[config.mk]
export PLATFORM = sky130hd
export DESIGN_NAME = muldiv_unit_flat
export DESIGN_NICKNAME = d
export VERILOG_FILES = /design/src/rtl/muldiv_unit_if.sv /design/src/rtl/muldiv_unit.sv /design/src/flat_wrapper.sv
export SDC_FILE = /design/constraint.sdc
export NUM_CORES = 1
export LEC_CHECK = 0
export BUFFER_PORTS_ARGS = -buffer_cell sky130_fd_sc_hd__clkbuf_2
export CAP_MARGIN = 20
export CORE_ASPECT_RATIO = 1.1
export CORE_MARGIN = 2
export CORE_UTILIZATION = 50
export CTS_CLUSTER_SIZE = 20
export DETAILED_ROUTE_END_ITERATION = 6
export PLACE_DENSITY_LB_ADDON = 0.12
export SLEW_MARGIN = 20
export SYNTH_ARGS = -nofsm -noshare
export SYNTH_HDL_FRONTEND = slang
export SYNTH_SLANG_ARGS = --single-unit
export TNS_END_PERCENT = 10
[constraint.sdc]
create_clock -name clk -period 3 [get_ports clk]
set_clock_uncertainty 0.1 [all_clocks]
set_input_delay 0.9 -clock clk [delete_from_list [all_inputs] [get_ports clk]]
set_output_delay 0.9 -clock clk [all_outputs]
set_load 0.02 [all_outputs]
[src/rtl/muldiv_unit_if.sv]
// CPU-side request/result bundle for the iterative multiply/divide unit.
// The CPU drives the master side; the unit owns HI/LO and the status flags.
interface muldiv_unit_if #(
  parameter int unsigned WIDTH = 32
);
  logic             start;
  logic [1:0]       op;
  logic [WIDTH-1:0] rs_val;
  logic [WIDTH-1:0] rt_val;
  logic             mthi;
  logic             mtlo;
  logic [WIDTH-1:0] wdata;
  logic             busy;
  logic             done;
  logic [WIDTH-1:0] hi;
  logic [WIDTH-1:0] lo;

  modport master (
    output start, op, rs_val, rt_val, mthi, mtlo, wdata,
    input  busy, done, hi, lo
  );

  modport slave (
    input  start, op, rs_val, rt_val, mthi, mtlo, wdata,
    output busy, done, hi, lo
  );
endinterface

[src/rtl/muldiv_unit.sv]
// Radix-2 iterative mult/multu/div/divu engine owning the HI/LO registers.
// One bit per cycle on magnitudes; sign fix-up and HI/LO write happen in FIN.
module muldiv_unit #(
  parameter int unsigned WIDTH = 32
) (
  input  logic          clk,
  input  logic          rst,
  muldiv_unit_if.slave  bus
);

  localparam int unsigned CW = $clog2(WIDTH);
  localparam int unsigned PW = 2 * WIDTH;

  typedef enum logic [1:0] {IDLE, BUSY, FIN} state_t;

  state_t           state_q;
  logic [CW-1:0]    cnt_q;
  logic             busy_q;
  logic             done_q;
  logic [WIDTH-1:0] hi_q;
  logic [WIDTH-1:0] lo_q;
  logic             div_q;
  logic             div0_q;
  logic             sign_a_q;
  logic             sign_b_q;
  logic [WIDTH-1:0] a_raw_q;
  logic [WIDTH-1:0] opnd_q;
  logic [PW-1:0]    prod_q;

  logic             op_signed;
  logic [WIDTH-1:0] a_mag;
  logic [WIDTH-1:0] b_mag;
  logic [WIDTH:0]   mul_sum;
  logic [PW-1:0]    mul_step;
  logic [WIDTH:0]   rem_sh;
  logic [WIDTH+1:0] trial;
  logic [PW-1:0]    div_step;
  logic [WIDTH-1:0] res_hi;
  logic [WIDTH-1:0] res_lo;

  // Operand magnitudes at launch; unsigned ops pass the raw values through.
  always_comb begin
    op_signed = ~bus.op[0];
    a_mag     = bus.rs_val;
    b_mag     = bus.rt_val;
    if (op_signed && bus.rs_val[WIDTH-1]) a_mag = {WIDTH{1'b0}} - bus.rs_val;
    if (op_signed && bus.rt_val[WIDTH-1]) b_mag = {WIDTH{1'b0}} - bus.rt_val;
  end

  // One iteration: shift-add multiply (carry kept) or restoring divide step.
  always_comb begin
    mul_sum  = {1'b0, prod_q[PW-1:WIDTH]} +
               (prod_q[0] ? {1'b0, opnd_q} : {(WIDTH+1){1'b0}});
    mul_step = {mul_sum, prod_q[WIDTH-1:1]};
    rem_sh   = prod_q[PW-1:WIDTH-1];
    trial    = {1'b0, rem_sh} - {2'b00, opnd_q};
    if (!trial[WIDTH+1])
      div_step = {trial[WIDTH-1:0], prod_q[WIDTH-2:0], 1'b1};
    else
      div_step = {rem_sh[WIDTH-1:0], prod_q[WIDTH-2:0], 1'b0};
  end

  // Final HI/LO values with sign correction and the divide-by-zero override.
  always_comb begin
    res_hi = prod_q[PW-1:WIDTH];
    res_lo = prod_q[WIDTH-1:0];
    if (!div_q) begin
      if (sign_a_q ^ sign_b_q) {res_hi, res_lo} = {PW{1'b0}} - prod_q;
    end else if (div0_q) begin
      res_hi = a_raw_q;
      res_lo = {WIDTH{1'b1}};
    end else begin
      if (sign_a_q ^ sign_b_q) res_lo = {WIDTH{1'b0}} - prod_q[WIDTH-1:0];
      if (sign_a_q)            res_hi = {WIDTH{1'b0}} - prod_q[PW-1:WIDTH];
    end
  end

  always_ff @(posedge clk) begin
    if (!rst) begin
      state_q  <= IDLE;
      cnt_q    <= '0;
      busy_q   <= 1'b0;
      done_q   <= 1'b0;
      hi_q     <= '0;
      lo_q     <= '0;
      div_q    <= 1'b0;
      div0_q   <= 1'b0;
      sign_a_q <= 1'b0;
      sign_b_q <= 1'b0;
      a_raw_q  <= '0;
      opnd_q   <= '0;
      prod_q   <= '0;
    end else begin
      done_q <= 1'b0;
      case (state_q)
        IDLE: begin
          if (bus.start) begin
            div_q    <= bus.op[1];
            sign_a_q <= op_signed & bus.rs_val[WIDTH-1];
            sign_b_q <= op_signed & bus.rt_val[WIDTH-1];
            a_raw_q  <= bus.rs_val;
            div0_q   <= (bus.rt_val == {WIDTH{1'b0}});
            // Divide iterates on the dividend; multiply shifts out the multiplier.
            if (bus.op[1]) begin
              prod_q <= {{WIDTH{1'b0}}, a_mag};
              opnd_q <= b_mag;
            end else begin
              prod_q <= {{WIDTH{1'b0}}, b_mag};
              opnd_q <= a_mag;
            end
            cnt_q   <= '0;
            busy_q  <= 1'b1;
            state_q <= BUSY;
          end
        end
        BUSY: begin
          prod_q <= div_q ? div_step : mul_step;
          cnt_q  <= cnt_q + CW'(1);
          if (cnt_q == CW'(WIDTH - 1)) state_q <= FIN;
        end
        FIN: begin
          state_q <= IDLE;
          busy_q  <= 1'b0;
          done_q  <= 1'b1;
        end
        default: state_q <= IDLE;
      endcase

      // The FIN result takes precedence over a same-edge mthi/mtlo.
      if (state_q == FIN) begin
        hi_q <= res_hi;
        lo_q <= res_lo;
      end else begin
        if (bus.mthi) hi_q <= bus.wdata;
        if (bus.mtlo) lo_q <= bus.wdata;
      end
    end
  end

  assign bus.busy = busy_q;
  assign bus.done = done_q;
  assign bus.hi   = hi_q;
  assign bus.lo   = lo_q;

endmodule

[src/flat_wrapper.sv]
// flat-port wrapper written by rule: the top's interface ports become plain ports
module muldiv_unit_flat 
#(
  parameter int unsigned WIDTH = 32
)
  (clk, rst, bus_start, bus_op, bus_rs_val, bus_rt_val, bus_mthi, bus_mtlo, bus_wdata, bus_busy, bus_done, bus_hi, bus_lo);
  muldiv_unit_if #(.WIDTH(WIDTH)) bus_i ();
  input  logic clk;
  input  logic rst;
  input wire logic [$bits(bus_i.start)-1:0] bus_start;
  input wire logic [$bits(bus_i.op)-1:0] bus_op;
  input wire logic [$bits(bus_i.rs_val)-1:0] bus_rs_val;
  input wire logic [$bits(bus_i.rt_val)-1:0] bus_rt_val;
  input wire logic [$bits(bus_i.mthi)-1:0] bus_mthi;
  input wire logic [$bits(bus_i.mtlo)-1:0] bus_mtlo;
  input wire logic [$bits(bus_i.wdata)-1:0] bus_wdata;
  output wire logic [$bits(bus_i.busy)-1:0] bus_busy;
  output wire logic [$bits(bus_i.done)-1:0] bus_done;
  output wire logic [$bits(bus_i.hi)-1:0] bus_hi;
  output wire logic [$bits(bus_i.lo)-1:0] bus_lo;
  assign bus_i.start = bus_start;
  assign bus_i.op = bus_op;
  assign bus_i.rs_val = bus_rs_val;
  assign bus_i.rt_val = bus_rt_val;
  assign bus_i.mthi = bus_mthi;
  assign bus_i.mtlo = bus_mtlo;
  assign bus_i.wdata = bus_wdata;
  assign bus_busy = bus_i.busy;
  assign bus_done = bus_i.done;
  assign bus_hi = bus_i.hi;
  assign bus_lo = bus_i.lo;
  muldiv_unit #(.WIDTH(WIDTH)) u_core (.clk(clk), .rst(rst), .bus(bus_i));
endmodule
**After elaboration in Yosys (flattened, before gate mapping)**

Cells that the tools add are included.
Widths: inputs -> output; s select.

- Output and inout bits: 66
- Bits of input ports: 103
- Logic and storage cells: 71
- Register bits: 205

- Reduce and logical (&&, ||, !) cells: 12
- Equal/unequal tests: 5
- Bitwise operators: 4
- Muxes and demuxes: 29
- $add $sub $neg: 8

Operators by type and width:

| operator | count |
|---|---|
| $mux 32 | 17 |
| $mux 64 | 3 |
| $pmux 64 s2 | 1 |
| $sub 1x32->32 const A | 4 |
| $sub 1x64->64 const A | 1 |
| $sub 33x32->34 | 1 |
| $add 32x33->33 | 1 |
| $logic_not 32->1 | 1 |
| $pmux 5 s2 | 1 |
| $reduce_and 2->1 | 4 |
| $reduce_bool 2->1 | 4 |
| $add 5x1->5 const B | 1 |
| $eq 5x5->1 const B | 1 |
| $mux 5 | 1 |
| $mux 2 | 2 |
| $pmux 2 s2 | 1 |
| $and 1x1->1 | 2 |
| $eq 2x1->1 const B | 1 |
| $eq 2x2->1 const B | 1 |
| $logic_and 1x1->1 | 2 |
| $logic_not 2->1 | 1 |
| $mux 1 | 2 |
| $ne 2x1->1 const B | 1 |
| $ne 2x2->1 const B | 1 |
| other kinds (3) | 3 |

**Longest topological paths before layout**

- Word-level depth: 6
- Depth in mapped cells: 14
- Gate-level depth less buffers: 13

**Least setup slack after synthesis**

Ideal clock, no wire load.

- Path type: input to register
- Start: input port bus_rt_val[18]
- End: register u_core.prod_q[30]
- Slack: -0.262 ns
- Required time: 2.777 ns
- Cell stages on the path: 8
- Data arrival time: 3.039 ns
- Buffers on the path: 0
- Setup time: 0.123 ns
- Cell sequence: or4_4 or4_4 or3_4 nor3_2 a31oi_1 xor2_1 a221oi_1 nor2_1

- Cells in the longest elaborated chain, start to end: 5

Ends and longest elaborated chain:

| element | RTL line | RTL |
|---|---|---|
| start, declared | flat_wrapper.sv:13 | `input wire logic [$bits(bus_i.rt_val)-1:0] bus_rt_val;` |
| $sub 1x32->32 | muldiv_unit.sv:47 | `if (op_signed && bus.rt_val[WIDTH-1]) b_mag = {WIDTH{1'b0}} - bus.rt_val;` |
| $mux 32 | muldiv_unit.sv:47 |  |
| $mux 32 | muldiv_unit.sv:104 | `if (bus.op[1]) begin` |
| $mux 64 | muldiv_unit.sv:97 | `if (bus.start) begin` |
| $pmux 64 s2 | muldiv_unit.sv:95 | `case (state_q)` |
| end signal, assigned | muldiv_unit.sv:105 | `prod_q <= {{WIDTH{1'b0}}, a_mag};` |
| end signal, assigned | muldiv_unit.sv:108 | `prod_q <= {{WIDTH{1'b0}}, b_mag};` |
| end signal, assigned | muldiv_unit.sv:117 | `prod_q <= div_q ? div_step : mul_step;` |
| end, declared | muldiv_unit.sv:28 | `logic [PW-1:0] prod_q;` |

No other way between the ends. The select of a mux whose other input is x is not followed.
A chain may end at the register's enable or synchronous reset.

**Worst setup path after layout**

- Start: register u_core.opnd_q[21]
- End: register u_core.prod_q[60]

- Cells in the longest elaborated chain, start to end: 4
- Elaborated cells on any way between the ends: 6
- Those cells by class: add/sub: 2; mux: 4

Ends and longest elaborated chain:

| element | RTL line | RTL |
|---|---|---|
| start, declared | muldiv_unit.sv:27 | `logic [WIDTH-1:0] opnd_q;` |
| start signal, assigned | muldiv_unit.sv:106 | `opnd_q <= b_mag;` |
| start signal, assigned | muldiv_unit.sv:109 | `opnd_q <= a_mag;` |
| $mux 32 / $sub 33x32->34 (equally long branches) | muldiv_unit.sv:53, muldiv_unit.sv:56 |  |
| $add 32x33->33 / $mux 64 (equally long branches) | muldiv_unit.sv:52, muldiv_unit.sv:57 |  |
| $mux 64 * | muldiv_unit.sv:117 |  |
| $pmux 64 s2 * | muldiv_unit.sv:95 |  |

Every way passes the cells marked *; elsewhere a longest branch is shown, timed or not.

==> results.md <==
- Status: complete, but fails checks
- Failing checks: negative setup slack
- Met2 Routed Length: 30100 um
- Most area-hungry cell type in the Yosys netlist: dfxtp_1
- Worst setup EP type: register
- Post-synthesis register bit count: 205
- Root Driver: clkbuf_16
- Placed Area: 20500 sq um
- RSZ-0062 raised after global routing: yes
- GP Congestion: 1.03
- Drt drc: 0
- Drt pass-1 iters: 6
- Worst slew pin tran: 0.967 ns
- CP arrival: 3.68 ns
- Endpoints failing setup: 40
- Yosys warnings: 0
- Largest net degree at the start of global routing: 67
- Die width: 177 um
- First-pass GRT wire length: 105000 um
- Post-route antenna net violation count: 0
- CP Data Required Time: 3.40 ns
- Boundary Pins: 169
- # diodes: 0
- Drt initial violations: 2324
- Top cell type's share of synthesized area: 0.250
- Slew Limit Headroom: 0.351
- Critical path fanouts, max: 4
- Vias post-DR: 19034
- Static Leak: 9.60 nW
- Max Cap Violations: 0
- Pwr Total: 9.77 mW
- Minimum clock period: 3.28 ns
- Via-to-Cell Ratio: 6.16
- Mapped Nets: 2355
- Met3 WL: 7180 um
- Sink Count: 205
- Top sig layer: met5
- Crit share post-route: 1.09
- Die area: 34300 sq um
- Final HPWL DP: 56500 um
- Clock Latency Late Sink: 0.56 ns
- GRT overflow: 0
- Avg WL per Cell: 23.0 um
- Post-route cell area: 21800 sq um
- Max VDD drop: 474 uV
- Hold Violations, Final: 0
- PD cells: 448 nW/um^2
- Met1 wire length: 29900 um
- Syn-to-layout area delta: 33.0%
- Post-CTS Hold Buffers: 0
- TritonCTS clock tree: yes
- Num CTS Buffers: 26
- Crit Path Class: register to register
- Worst min path class: register to register
- Vias in the first global route: 17755
- Syn Inst Count: 2180
- Clock transition at path regs: 0.06 ns
- Antenna violations before repair: 2
- Nets: 2820
- Worst setup margin: -0.278 ns
- Die Span Y: 194 um
- CTS Buffer Depth: 3
- Cell row count: 69
- Type of origin of the critical path: register
- Starting density of the core: 0.509
- Cell Area, Synth: 16400 sq um
- Layout cell share with drive strength beyond 1: 0.295
- Dominant synthesized flop cell: dfxtp_1
- Sequential-to-total area share from yosys stat: 0.250
- Total GRT Usage: 0.399
- Synth cell types: 87
- Fmax: 305 MHz
- Leading post-synthesis cells by cell area: dfxtp_1 25%, a21oi_1 6.9%, mux2i_1 6.4%
- Synth async-reset ratio: 0
- Port bufs: 168
- Post-synth EDFFs: 0
- Pins Over Slew Limit: 0
- Synth Area per Inst: 7.53 sq um
- H-tree depth: 1
- Commonest cells in the synthesized netlist: 228 x a21oi_1, 228 x nand2_1, 205 x dfxtp_1
- CORE AREA: 32300 sq um
- WL final: 71000 um
-- cell families (layout without fill, tap and decap cells) --
family,count (synthesis),after routing,share of synthesized area
AO/OA/AOI/OAI,677,677,0.260
buffers and inverters,226,710,0.0527
multiplexers,128,128,0.0798
flip-flops,205,205,0.250
AND/OR/NAND/NOR,672,672,0.195
XOR/XNOR,200,200,0.107
adder cells (fa/ha/maj),72,72,0.0558
-- flip-flops by register name, indices dropped and copies added, names as in the netlist --
name and cells:
u_core.state_q 2, u_core.bus.done 1, u_core.bus.lo 32, u_core.bus.busy 1, u_core.opnd_q 32, u_core.bus.hi 32, u_core.sign_b_q 1, u_core.cnt_q 5
u_core.div_q 1, u_core.prod_q 64, u_core.sign_a_q 1, u_core.div0_q 1, u_core.a_raw_q 32
-- per-layer routing --
| layer | vias up | track usage |
|---|---|---|
| li1 | 8837 | - |
| met1 | 8980 | 0.551 |
| met2 | 1031 | 0.601 |
| met3 | 184 | 0.0714 |
| met4 | 2 | 0.184 |
| met5 | - | 0 |
-- final timing paths --
path	slack [ns]	cells past startpoint	to	from
worst min-delay path	0.36	2	u_core.bus.busy	u_core.bus.busy
worst max-delay path	-0.28	12	u_core.prod_q[60]	u_core.opnd_q[21]
worst max register to register	-0.28	12	u_core.prod_q[60]	u_core.opnd_q[21]
worst min register to register	0.36	2	u_core.bus.busy	u_core.bus.busy
-- per-stage QoR --
step | hold WS (ns) | util | cells | TNS, ns | setup slack (ns)
finish | 0.358 | 0.676 | 3090 | -3.93 | -0.278
global route | 0.383 | 0.676 | 3090 | -9.40 | -0.356
CTS | 0.357 | 0.668 | 3089 | -2.90 | -0.199
detailed placement | 0.349 | 0.634 | 3039 | -23.35 | -0.522
global placement | 0.340 | 0.634 | 3039 | -20.48 | -0.504
floorplan | 0.325 | - | 2180 | -3.90 | -0.248
-- cell usage in the layout, fill, tap and decap left out, types with 25 or more instances in the layout --
| cell type | netlist | final |
|---|---|---|
| buf_4 | 3 | 418 |
| nand2_1 | 228 | 227 |
| a21oi_1 | 228 | 222 |
| nor2_1 | 198 | 195 |
| dfxtp_1 | 205 | 191 |
| clkbuf_2 | 0 | 168 |
| o21ai_0 | 139 | 133 |
| xnor2_1 | 111 | 110 |
| mux2i_1 | 105 | 105 |
| xor2_1 | 89 | 88 |
| ha_1 | 70 | 62 |
| inv_1 | 65 | 56 |
| nor3_1 | 37 | 37 |
| nand3_1 | 38 | 35 |
| a221oi_1 | 36 | 35 |
| o21ai_1 | 32 | 34 |
| clkbuf_16 | 0 | 26 |
| nand2b_1 | 27 | 25 |
-- cell type report --
cell class,instances,area (sq um)
Fill cell,2890,10400
Tap cell,426,533
Clock buffer,31,679
Timing Repair Buffer,597,4150
Clock inverter,16,163
Sequential cell,205,4120
Inverter,66,256
Multi-Input combinational cell,1749,11900
-- report_power, final --
group	switching, mW	internal (mW)
logic	2.05	1.50
registers	0.182	2.93
clock network	1.31	1.80
total	3.54	6.23
-- timing repair --
action	4_1_cts	5_1_grt
buffers inserted	3	3
pin swaps	23	37
gates resized for setup	57	55
endpoints found under the setup margin	42	66
-- critical path, stage by stage (launching register included) --
cell      delay [ns]
dfxtp_2         0.37
inv_4           0.06
ha_4            0.26
and3_4          0.19
nand4_1         0.20
or3_4           0.45
a211oi_4        0.29
or3_4           0.21
o21ai_4         0.08
buf_6           0.13
a2111o_1        0.27
or4_4           0.54
nand3_2         0.08
(Power assumes the default switching activity.)
